`src/rtl/sign_addsub_pkg.sv`:
```
// Shared definitions for the sequential signed add/subtract unit:
// FSM state encodings, control/status bit positions, output-enable pattern.
package sign_addsub_pkg;

  // State encodings kept as plain constants for legacy tooling, wrapped in an enum
  localparam logic [2:0] ST_IDLE   = 3'd0;
  localparam logic [2:0] ST_LOAD_A = 3'd1;
  localparam logic [2:0] ST_LOAD_B = 3'd2;
  localparam logic [2:0] ST_EXEC   = 3'd3;
  localparam logic [2:0] ST_OUT    = 3'd4;

  typedef enum logic [2:0] {
    S_IDLE   = ST_IDLE,
    S_LOAD_A = ST_LOAD_A,
    S_LOAD_B = ST_LOAD_B,
    S_EXEC   = ST_EXEC,
    S_OUT    = ST_OUT
  } state_e;

  // uio_in control bit positions
  localparam int CTL_WR  = 0;
  localparam int CTL_OP  = 1;
  localparam int CTL_ACC = 2;
  localparam int CTL_CLR = 3;
  localparam int CTL_RD  = 4;

  // uio_out status bit positions
  localparam int STS_OVF   = 5;
  localparam int STS_VALID = 6;
  localparam int STS_BUSY  = 7;

  // Upper three uio pins are outputs, lower five are inputs
  localparam logic [7:0] UIO_OE_VAL = 8'b1110_0000;

endpackage

```
`src/rtl/sign_addsub_core.sv`:
```
// Combinational WIDTH-bit signed add/subtract with overflow detection.
// Optional saturation on overflow when SIGN_ADDSUB_SAT_EN is defined,
// otherwise the result wraps modulo 2^WIDTH.
module sign_addsub_core #(
  parameter int WIDTH = 16
) (
  input  logic signed [WIDTH-1:0] a,
  input  logic signed [WIDTH-1:0] b,
  input  logic                    op,
  output logic signed [WIDTH-1:0] r,
  output logic                    ovf
);

`ifdef SIGN_ADDSUB_SAT_EN
  // Clamp a WIDTH+1 bit true result to the representable WIDTH-bit range
  function automatic logic signed [WIDTH-1:0] saturate(input logic signed [WIDTH:0] v);
    if (v[WIDTH] ^ v[WIDTH-1])
      return v[WIDTH] ? {1'b1, {(WIDTH-1){1'b0}}} : {1'b0, {(WIDTH-1){1'b1}}};
    else
      return v[WIDTH-1:0];
  endfunction
`endif

  logic signed [WIDTH:0] a_ext;
  logic signed [WIDTH:0] b_ext;
  logic signed [WIDTH:0] full;

  // One extra bit holds the exact result; overflow when the top two bits disagree
  always_comb begin
    a_ext = $signed({a[WIDTH-1], a});
    b_ext = $signed({b[WIDTH-1], b});
    full  = op ? (a_ext - b_ext) : (a_ext + b_ext);
    ovf   = full[WIDTH] ^ full[WIDTH-1];
`ifdef SIGN_ADDSUB_SAT_EN
    r     = saturate(full);
`else
    r     = full[WIDTH-1:0];
`endif
  end

endmodule

```
`src/rtl/tt_um_sign_addsub_seq.sv`:
```
// Byte-serial signed add/subtract unit with accumulator.
// Operands arrive little-endian one byte per wr strobe; the result is read
// back one byte per rd strobe. Optional macro SIGN_ADDSUB_SAT_EN selects
// saturating instead of wrapping arithmetic (implemented in sign_addsub_core).
import sign_addsub_pkg::*;

module tt_um_sign_addsub_seq #(
  parameter int WIDTH = 16
) (
  input  logic       clk,
  input  logic       rst_n,
  input  logic       ena,
  input  logic [7:0] ui_in,
  input  logic [7:0] uio_in,
  output logic [7:0] uo_out,
  output logic [7:0] uio_out,
  output logic [7:0] uio_oe
);

  localparam int         NBYTES = WIDTH / 8;
  localparam logic [3:0] LAST   = 4'(NBYTES - 1);

  state_e                  state;
  logic [3:0]              cnt;
  logic signed [WIDTH-1:0] a_reg;
  logic signed [WIDTH-1:0] b_reg;
  logic signed [WIDTH-1:0] r_reg;
  logic signed [WIDTH-1:0] acc_reg;
  logic                    op_reg;
  logic                    ovf_reg;
  logic signed [WIDTH-1:0] core_r;
  logic                    core_ovf;

  logic wr, op, acc, clr, rd;
  logic unused_ctl;

  assign wr         = uio_in[CTL_WR];
  assign op         = uio_in[CTL_OP];
  assign acc        = uio_in[CTL_ACC];
  assign clr        = uio_in[CTL_CLR];
  assign rd         = uio_in[CTL_RD];
  assign unused_ctl = &{1'b0, uio_in[7:5]};

  sign_addsub_core #(.WIDTH(WIDTH)) u_core (
    .a   (a_reg),
    .b   (b_reg),
    .op  (op_reg),
    .r   (core_r),
    .ovf (core_ovf)
  );

  // Transaction FSM: operand capture, single-cycle execute, byte readout
  always_ff @(posedge clk or negedge rst_n) begin
    if (!rst_n) begin
      state   <= S_IDLE;
      cnt     <= '0;
      a_reg   <= '0;
      b_reg   <= '0;
      r_reg   <= '0;
      acc_reg <= '0;
      op_reg  <= 1'b0;
      ovf_reg <= 1'b0;
    end else if (ena) begin
      case (state)
        S_IDLE: begin
          if (clr) begin
            acc_reg <= '0;
          end else if (wr) begin
            op_reg  <= op;
            ovf_reg <= 1'b0;
            if (acc) begin
              a_reg      <= acc_reg;
              b_reg[7:0] <= ui_in;
              if (NBYTES == 1) begin
                state <= S_EXEC;
                cnt   <= '0;
              end else begin
                state <= S_LOAD_B;
                cnt   <= 4'd1;
              end
            end else begin
              a_reg[7:0] <= ui_in;
              if (NBYTES == 1) begin
                state <= S_LOAD_B;
                cnt   <= '0;
              end else begin
                state <= S_LOAD_A;
                cnt   <= 4'd1;
              end
            end
          end
        end
        S_LOAD_A: begin
          if (wr) begin
            a_reg[{cnt, 3'b000} +: 8] <= ui_in;
            if (cnt == LAST) begin
              state <= S_LOAD_B;
              cnt   <= '0;
            end else begin
              cnt <= cnt + 4'd1;
            end
          end
        end
        S_LOAD_B: begin
          if (wr) begin
            b_reg[{cnt, 3'b000} +: 8] <= ui_in;
            if (cnt == LAST) begin
              state <= S_EXEC;
              cnt   <= '0;
            end else begin
              cnt <= cnt + 4'd1;
            end
          end
        end
        S_EXEC: begin
          r_reg   <= core_r;
          acc_reg <= core_r;
          ovf_reg <= core_ovf;
          state   <= S_OUT;
          cnt     <= '0;
        end
        S_OUT: begin
          if (rd) begin
            if (cnt == LAST) begin
              state <= S_IDLE;
              cnt   <= '0;
            end else begin
              cnt <= cnt + 4'd1;
            end
          end
        end
        default: begin
          state <= S_IDLE;
          cnt   <= '0;
        end
      endcase
    end
  end

  // Result byte is only presented while the result is valid
  always_comb begin
    uo_out = '0;
    if (state == S_OUT)
      uo_out = r_reg[{cnt, 3'b000} +: 8];
  end

  // Status pins: overflow, result valid, busy
  always_comb begin
    uio_out            = '0;
    uio_out[STS_OVF]   = ovf_reg;
    uio_out[STS_VALID] = (state == S_OUT);
    uio_out[STS_BUSY]  = (state != S_IDLE);
  end

  assign uio_oe = UIO_OE_VAL;

endmodule

```
`config.mk`:
```
export PLATFORM = sky130hd
export DESIGN_NAME = tt_um_sign_addsub_seq
export DESIGN_NICKNAME = d
export VERILOG_FILES = /design/src/rtl/sign_addsub_pkg.sv /design/src/rtl/sign_addsub_core.sv /design/src/rtl/tt_um_sign_addsub_seq.sv
export SDC_FILE = /design/constraint.sdc
export NUM_CORES = 1
export LEC_CHECK = 0
export CAP_MARGIN = 30
export CORE_MARGIN = 2
export CORE_UTILIZATION = 45
export DETAILED_ROUTE_END_ITERATION = 12
export GPL_ROUTABILITY_DRIVEN = 0
export PLACE_DENSITY = 0.73
export SYNTH_ARGS = -nofsm -noshare
export SYNTH_HDL_FRONTEND = slang
export SYNTH_SLANG_ARGS = --single-unit
```
`constraint.sdc`:
```
create_clock -name clk -period 5 [get_ports clk]
set_input_delay 0.5 -clock clk [delete_from_list [all_inputs] [get_ports clk]]
set_output_delay 0.5 -clock clk [all_outputs]
set_load 0.1 [all_outputs]
```
==> results.yml, run 1 <==
critical_path:
  r2r_setup_slack_ps: 1470
  critPathMaxStageDelay_ps: 1150
  crit_chain: "inv_1 -> nand3_1 -> or3_1 -> nor2_1 -> clkdlybuf4s50_1"
  worstPathRequired_ps: 4500
  end_kind: "output pin"
  critPathMaxFanout: 13
  crit_slowest_cell: "clkdlybuf4s50_1"
  arrival_ps: 3030
  cp-start-kind: "flop"
  crit_type: "reg2out"
placed_design:
  port_buffers: 26
  pre_cts_slack_ps: 1523
  placed_area_mm2: 0.004746
  post-dp-hpwl_um: 7759
sta:
  setup_tns_ps: 0
  clock.fmax_ghz: 0.2832
  fin_crit_ps: 3531
  rsz0062_at_grt: "no"
  setup_viol: 0
  maxSlewViolCount: 0
  period_share_pct: 70.62
  worst_pin_slew_ps: 967.9
  fin_ws_ps: 1469
  clock_skew_ps: 10.86
  relSlewSlack_pct: 34.98
  finalHoldViolCount: 0
clock_network:
  cts_root_buf: "clkbuf_8"
  postCtsSetupRepairBufs: 0
  cts_resized: 0
  cts.sinks: 73
  ctsLongestPathBuffers: 2
  cts_hold_buf: 0
  cts_tree: "built"
  clk_pin_slew_ps: 70
  htreeDepth: 3
  clock_latency_ps: 350
  cts_made_buffers: 9
final_layout:
  area_delta_synth_final_pct: 12.87
  nNetsFinal: 571
  num_antenna_cells: 0
  drive_gt1_share_pct: 6.168
  fillers: 916
  finalInstanceArea_mm2: 0.004971
routing:
  drc: 0
  vias: 3647
  drtAntennaViolNets: 0
  drtIter0Drc: 308
  wl_per_cell_um: 15.29
  viasPerCell: 5.460
  wirelength_um: 10210
  drtPass1Iterations: 5
die:
  core_area_mm2: 0.009639
  num_rows: 36
  dieWidth_um: 102.9
  initial_utilization_pct: 45.69
  fp.dieH_um: 102.9
  design.die.area_mm2: 0.01059
  ios: 43
global_route:
  antenna_found_initial: 0
  track_usage_pct: 20.85
  grt_max_degree: 74
  grt_pass1_vias: 3427
  grt_pass1_wl_um: 16820
  grt_overflow: 0
synth:
  synth_area_mm2: 0.004404
  synthFlopType: "dfrtp_1"
  synth.distinct_cells: 57
  synth_area_per_cell_um2: 8.653
  synth_async_sr_flop_share_pct: 100.0
  netlist_instances: 509
  ys_seq_elements: 73
  yosys_warnings: 0
  ys_seq_area_share_pct: 41.48
  synth_edf_count: 0
min_path:
  hp-class: "in2async"
run:
  cap_violations: 0
status:
  status: "finished, final reports clean"
metrics by stage:
| step | hold slack (ps) | cells | utilization, % |
|---|---|---|---|
| after global routing | 456.9 | 668 | 51.57 |
| final | 368.7 | 668 | 51.57 |
| after global placement | 462.4 | 652 | 49.16 |
| after detailed placement | 463.4 | 653 | 49.23 |
| after CTS | 403.7 | 668 | 51.57 |
| after floorplan | 204.4 | 520 | - |
critical path: cells and delay by family (launching register included):
kind          cells  cell delay, ps
buf+inv           2            1360
flops             1             530
simple gates      3             790
cells by family after synthesis:
family	Yosys count	synth area share, %
compound gates	127	19.20
xor+xnor	24	5.085
fa+ha+maj	21	6.136
buf+inv	57	6.136
flops	73	41.48
mux	10	2.301
other cells	2	0.1705
simple gates	195	19.49
cells in the final DEF, fill, tap and decap left out, types with 2 or more instances in the layout:
cell	n
bufinv_16	3
conb_1	13
o21bai_1	2
a31oi_1	7
a21oi_1	33
clkbuf_8	9
dfrtp_1	73
xor2_1	3
o31ai_1	2
nor2_1	53
o21ai_0	27
a21o_1	13
or3_1	3
a211oi_1	6
nor4_1	2
clkbuf_1	3
nand2_1	75
nor3_1	17
inv_1	24
clkdlybuf4s50_1	25
nand2b_1	3
nand3_1	24
a2111oi_2	2
and3_1	6
xnor2_1	20
buf_4	7
and2_1	2
a22oi_1	16
ha_1	20
o21a_1	4
mux2i_1	9
path summary, 6_finish.rpt:
path / cells past startpoint / start / to
worst max-delay path: 5 / state[0]$_DFFE_PN0P_ / uo_out[6]
worst min-delay path: 2 / rst_n / r_reg[15]$_DFFE_PN0P_
worst max register to register: 13 / b_reg[4]$_DFFE_PN0P_ / ovf_reg$_DFFE_PN0P_
worst min register to register: 2 / r_reg[6]$_DFFE_PN0P_ / r_reg[6]$_DFFE_PN0P_
max in group asynchronous: 2 / rst_n / b_reg[4]$_DFFE_PN0P_
min in group clk: 2 / r_reg[6]$_DFFE_PN0P_ / r_reg[6]$_DFFE_PN0P_
cells in the mapped netlist (2+ instances only):
cell	instances	share of area, %
xnor2_1	20	4.0
buf_2	3	0.34
xor2_1	3	0.60
and2_1	2	0.28
nand2_1	75	6.4
o21ai_0	27	3.1
o21bai_1	2	0.34
and3_1	6	0.85
o21a_1	4	0.68
a2111oi_2	2	0.68
nor4_1	3	0.43
a21o_1	13	2.2
ha_1	20	5.7
a31oi_1	7	0.99
mux2i_1	9	2.0
nor2_1	53	4.5
inv_1	24	2.0
a211oi_1	6	1.0
o31ai_1	2	0.34
a21oi_1	33	3.8
buf_4	14	2.4
buf_1	4	0.34
nor3_1	17	1.9
nand2b_1	3	0.43
conb_1	2	0.17
dfrtp_1	73	41
nand3_1	24	2.7
clkbuf_1	12	1.0
a22oi_1	16	2.7
or3_1	3	0.43
routing by layer:
metal	wire [µm]	vias to the layer above	GRT usage [%]
li1	-	1796	-
met1	4698	1709	29.37
met2	4624	122	31.87
met3	630	20	3.051
met4	258	0	9.514
met5	0	-	0
cell type report:
cell class,instances,area [µm²],area share [%]
Clock inverter,3,90.09,1.812
Multi-Input combinational cell,390,2355,47.37
Tap cell,133,166.4,3.348
Timing Repair Buffer,33,307.8,6.192
Sequential cell,73,1827,36.75
Inverter,24,90.09,1.812
Clock buffer,12,135.1,2.718
Power of run 1 is not shown: default switching activity piles up to over one toggle a cycle in this logic, so the estimate is an artifact.
==> run 2: changes to the inputs <==
- clock period: 5 -> 3.6 ns (I/O delays scaled with it)
==> run 2 against run 1 <==
  * Critical path depth up 7
  * Core utilization up 0.12 points
  * Worst hold slack better by 75 ps
  * Via count down 0.33%
  * First-iteration DRC count up 4.9%
  * Routed wire length up 1.5%
  * Critical path type is now reg2reg
  * Highest routed layer unchanged
==> results.yml, run 2 (synthesis gave the netlist of run 1 again) <==
sta:
  setup_tns_ps: 0
  worst_pin_slew_ps: 965.8
  period_share_pct: 92.25
  clock.fmax_ghz: 0.3011
  fin_crit_ps: 3321
  maxSlewViolCount: 0
  holdWs_ps: 443.5
  setup_viol: 0
  clock_skew_ps: 9.956
  rsz0062_at_grt: "no"
  relSlewSlack_pct: 35.41
  finalHoldViolCount: 0
routing:
  viasPerCell: 5.385
  wl_per_cell_um: 15.36
  drtPass1Iterations: 5
  drtAntennaViolNets: 0
  drc: 0
  wirelength_um: 10370
  drtIter0Drc: 323
  vias: 3635
critical_path:
  arrival_ps: 3560
  critPathMaxStageDelay_ps: 490
  end_kind: "flop"
  worstPathRequired_ps: 3840
  crit_type: "reg2reg"
  crit_slowest_cell: "fa_1"
  crit_chain: "inv_1 -> ha_2 -> mux2i_1 -> fa_1 -> a211oi_1 -> nor2_1 -> a221oi_1 -> o31ai_2 -> a21oi_1 -> a211o_1 -> xnor3_1 -> o22ai_2"
  critPathMaxFanout: 4
  cp-start-kind: "flop"
placed_design:
  port_buffers: 26
  post-dp-hpwl_um: 8037
  placed_area_mm2: 0.004771
  placedCellCount: 658
run:
  cap_violations: 0
final_layout:
  drive_gt1_share_pct: 10.15
  final_cell_mix: "nand2_1 (75), dfrtp_1 (73), nor2_1 (53), a21oi_1 (33), o21ai_0 (27)"
  area_delta_synth_final_pct: 13.13
  finalInstanceArea_mm2: 0.004982
  layout_commonest_cell: "nand2_1"
  final-instance-count-excl-fill: 675
  nNetsFinal: 577
  num_antenna_cells: 0
  fillers: 941
global_route:
  grt_overflow: 0
  grt_max_degree: 34
  grt_pass1_vias: 3456
  grt_pass1_wl_um: 16950
  antenna_found_initial: 0
  track_usage_pct: 20.84
die:
  fp.dieH_um: 102.9
  core_area_mm2: 0.009639
  num_rows: 36
  initial_utilization_pct: 45.69
  design.die.area_mm2: 0.01059
  dieWidth_um: 102.9
  ios: 43
clock_network:
  htreeDepth: 3
  cts_root_buf: "clkbuf_8"
  cts_made_buffers: 9
  cts_tree: "built"
  cts.sinks: 73
  clock_latency_ps: 340
  ctsLongestPathBuffers: 2
  postCtsSetupRepairBufs: 0
  clk_pin_slew_ps: 80
status:
  status: "finished, final reports clean"
min_path:
  hp-class: "in2async"
## run 2: changes by cell type in the layout (fill, tap and decap cells not counted), moves of 2 or more
cell             before  now
buf_4                 7   21
bufinv_16             3    0
clkbuf_1              3    1
clkdlybuf4s50_1      25   15
clkinv_2              0    3
nor3_1               17   15
nor3_2                0    2
## run 2: area by class of cell
| class | count | area (µm²) | share of cell area [%] |
|---|---|---|---|
| Clock buffer | 11 | 141.4 | 2.838 |
| Sequential cell | 73 | 1827 | 36.66 |
| Clock inverter | 5 | 31.28 | 0.6278 |
| Tap cell | 133 | 166.4 | 3.340 |
| Inverter | 24 | 90.09 | 1.808 |
| Timing Repair Buffer | 39 | 342.8 | 6.881 |
| Multi-Input combinational cell | 390 | 2384 | 47.84 |
## run 2: per-stage QoR
stage | setup slack (ps) | util [%]
after floorplan | 323.4 | -
after global placement | 225.8 | 49.29
after detailed placement | 144.7 | 49.49
after CTS | 120.0 | 51.39
after global routing | 28.16 | 51.69
final | 279.2 | 51.69
## run 2: critical path, delay by kind of cell (launching register included)
family	cells	cell delay (ps)
AND/OR/NAND/NOR	1	140
flip-flops	1	350
AO/OA/AOI/OAI	6	1310
adder cells (fa/ha/maj)	2	810
multiplexers	1	130
buffers and inverters	1	80
XOR/XNOR	1	390
## run 2: final timing paths
path                                            from                       to  slack, ps  cells after the start
max in group asynchronous                      rst_n     r_reg[6]$_DFFE_PN0P_       2590                      3
worst min register to register  r_reg[7]$_DFFE_PN0P_     r_reg[7]$_DFFE_PN0P_        480                      1
worst max register to register  b_reg[0]$_DFFE_PN0P_      ovf_reg$_DFFE_PN0P_        280                     12
worst min-delay path                           rst_n  acc_reg[15]$_DFFE_PN0P_        440                      2
worst max-delay path            b_reg[0]$_DFFE_PN0P_      ovf_reg$_DFFE_PN0P_        280                     12
min in group clk                r_reg[7]$_DFFE_PN0P_     r_reg[7]$_DFFE_PN0P_        480                      1
## run 2: metal layers
| metal | part of all wire, % | vias up | global-route usage (%) |
|---|---|---|---|
| li1 | - | 1809 | - |
| met1 | 48 | 1727 | 30.23 |
| met2 | 45 | 85 | 33.12 |
| met3 | 5.1 | 14 | 2.847 |
| met4 | 1.2 | 0 | 5.263 |
| met5 | 0 | - | 0 |
## run 2: repair_timing
item | CTS | global route
hold buffers | 1 | 0
gates resized for setup | 0 | 5
hold endpoints to repair | 10 | 0
setup endpoints to repair | 0 | 1
Power of run 2 is left out for the same reason.
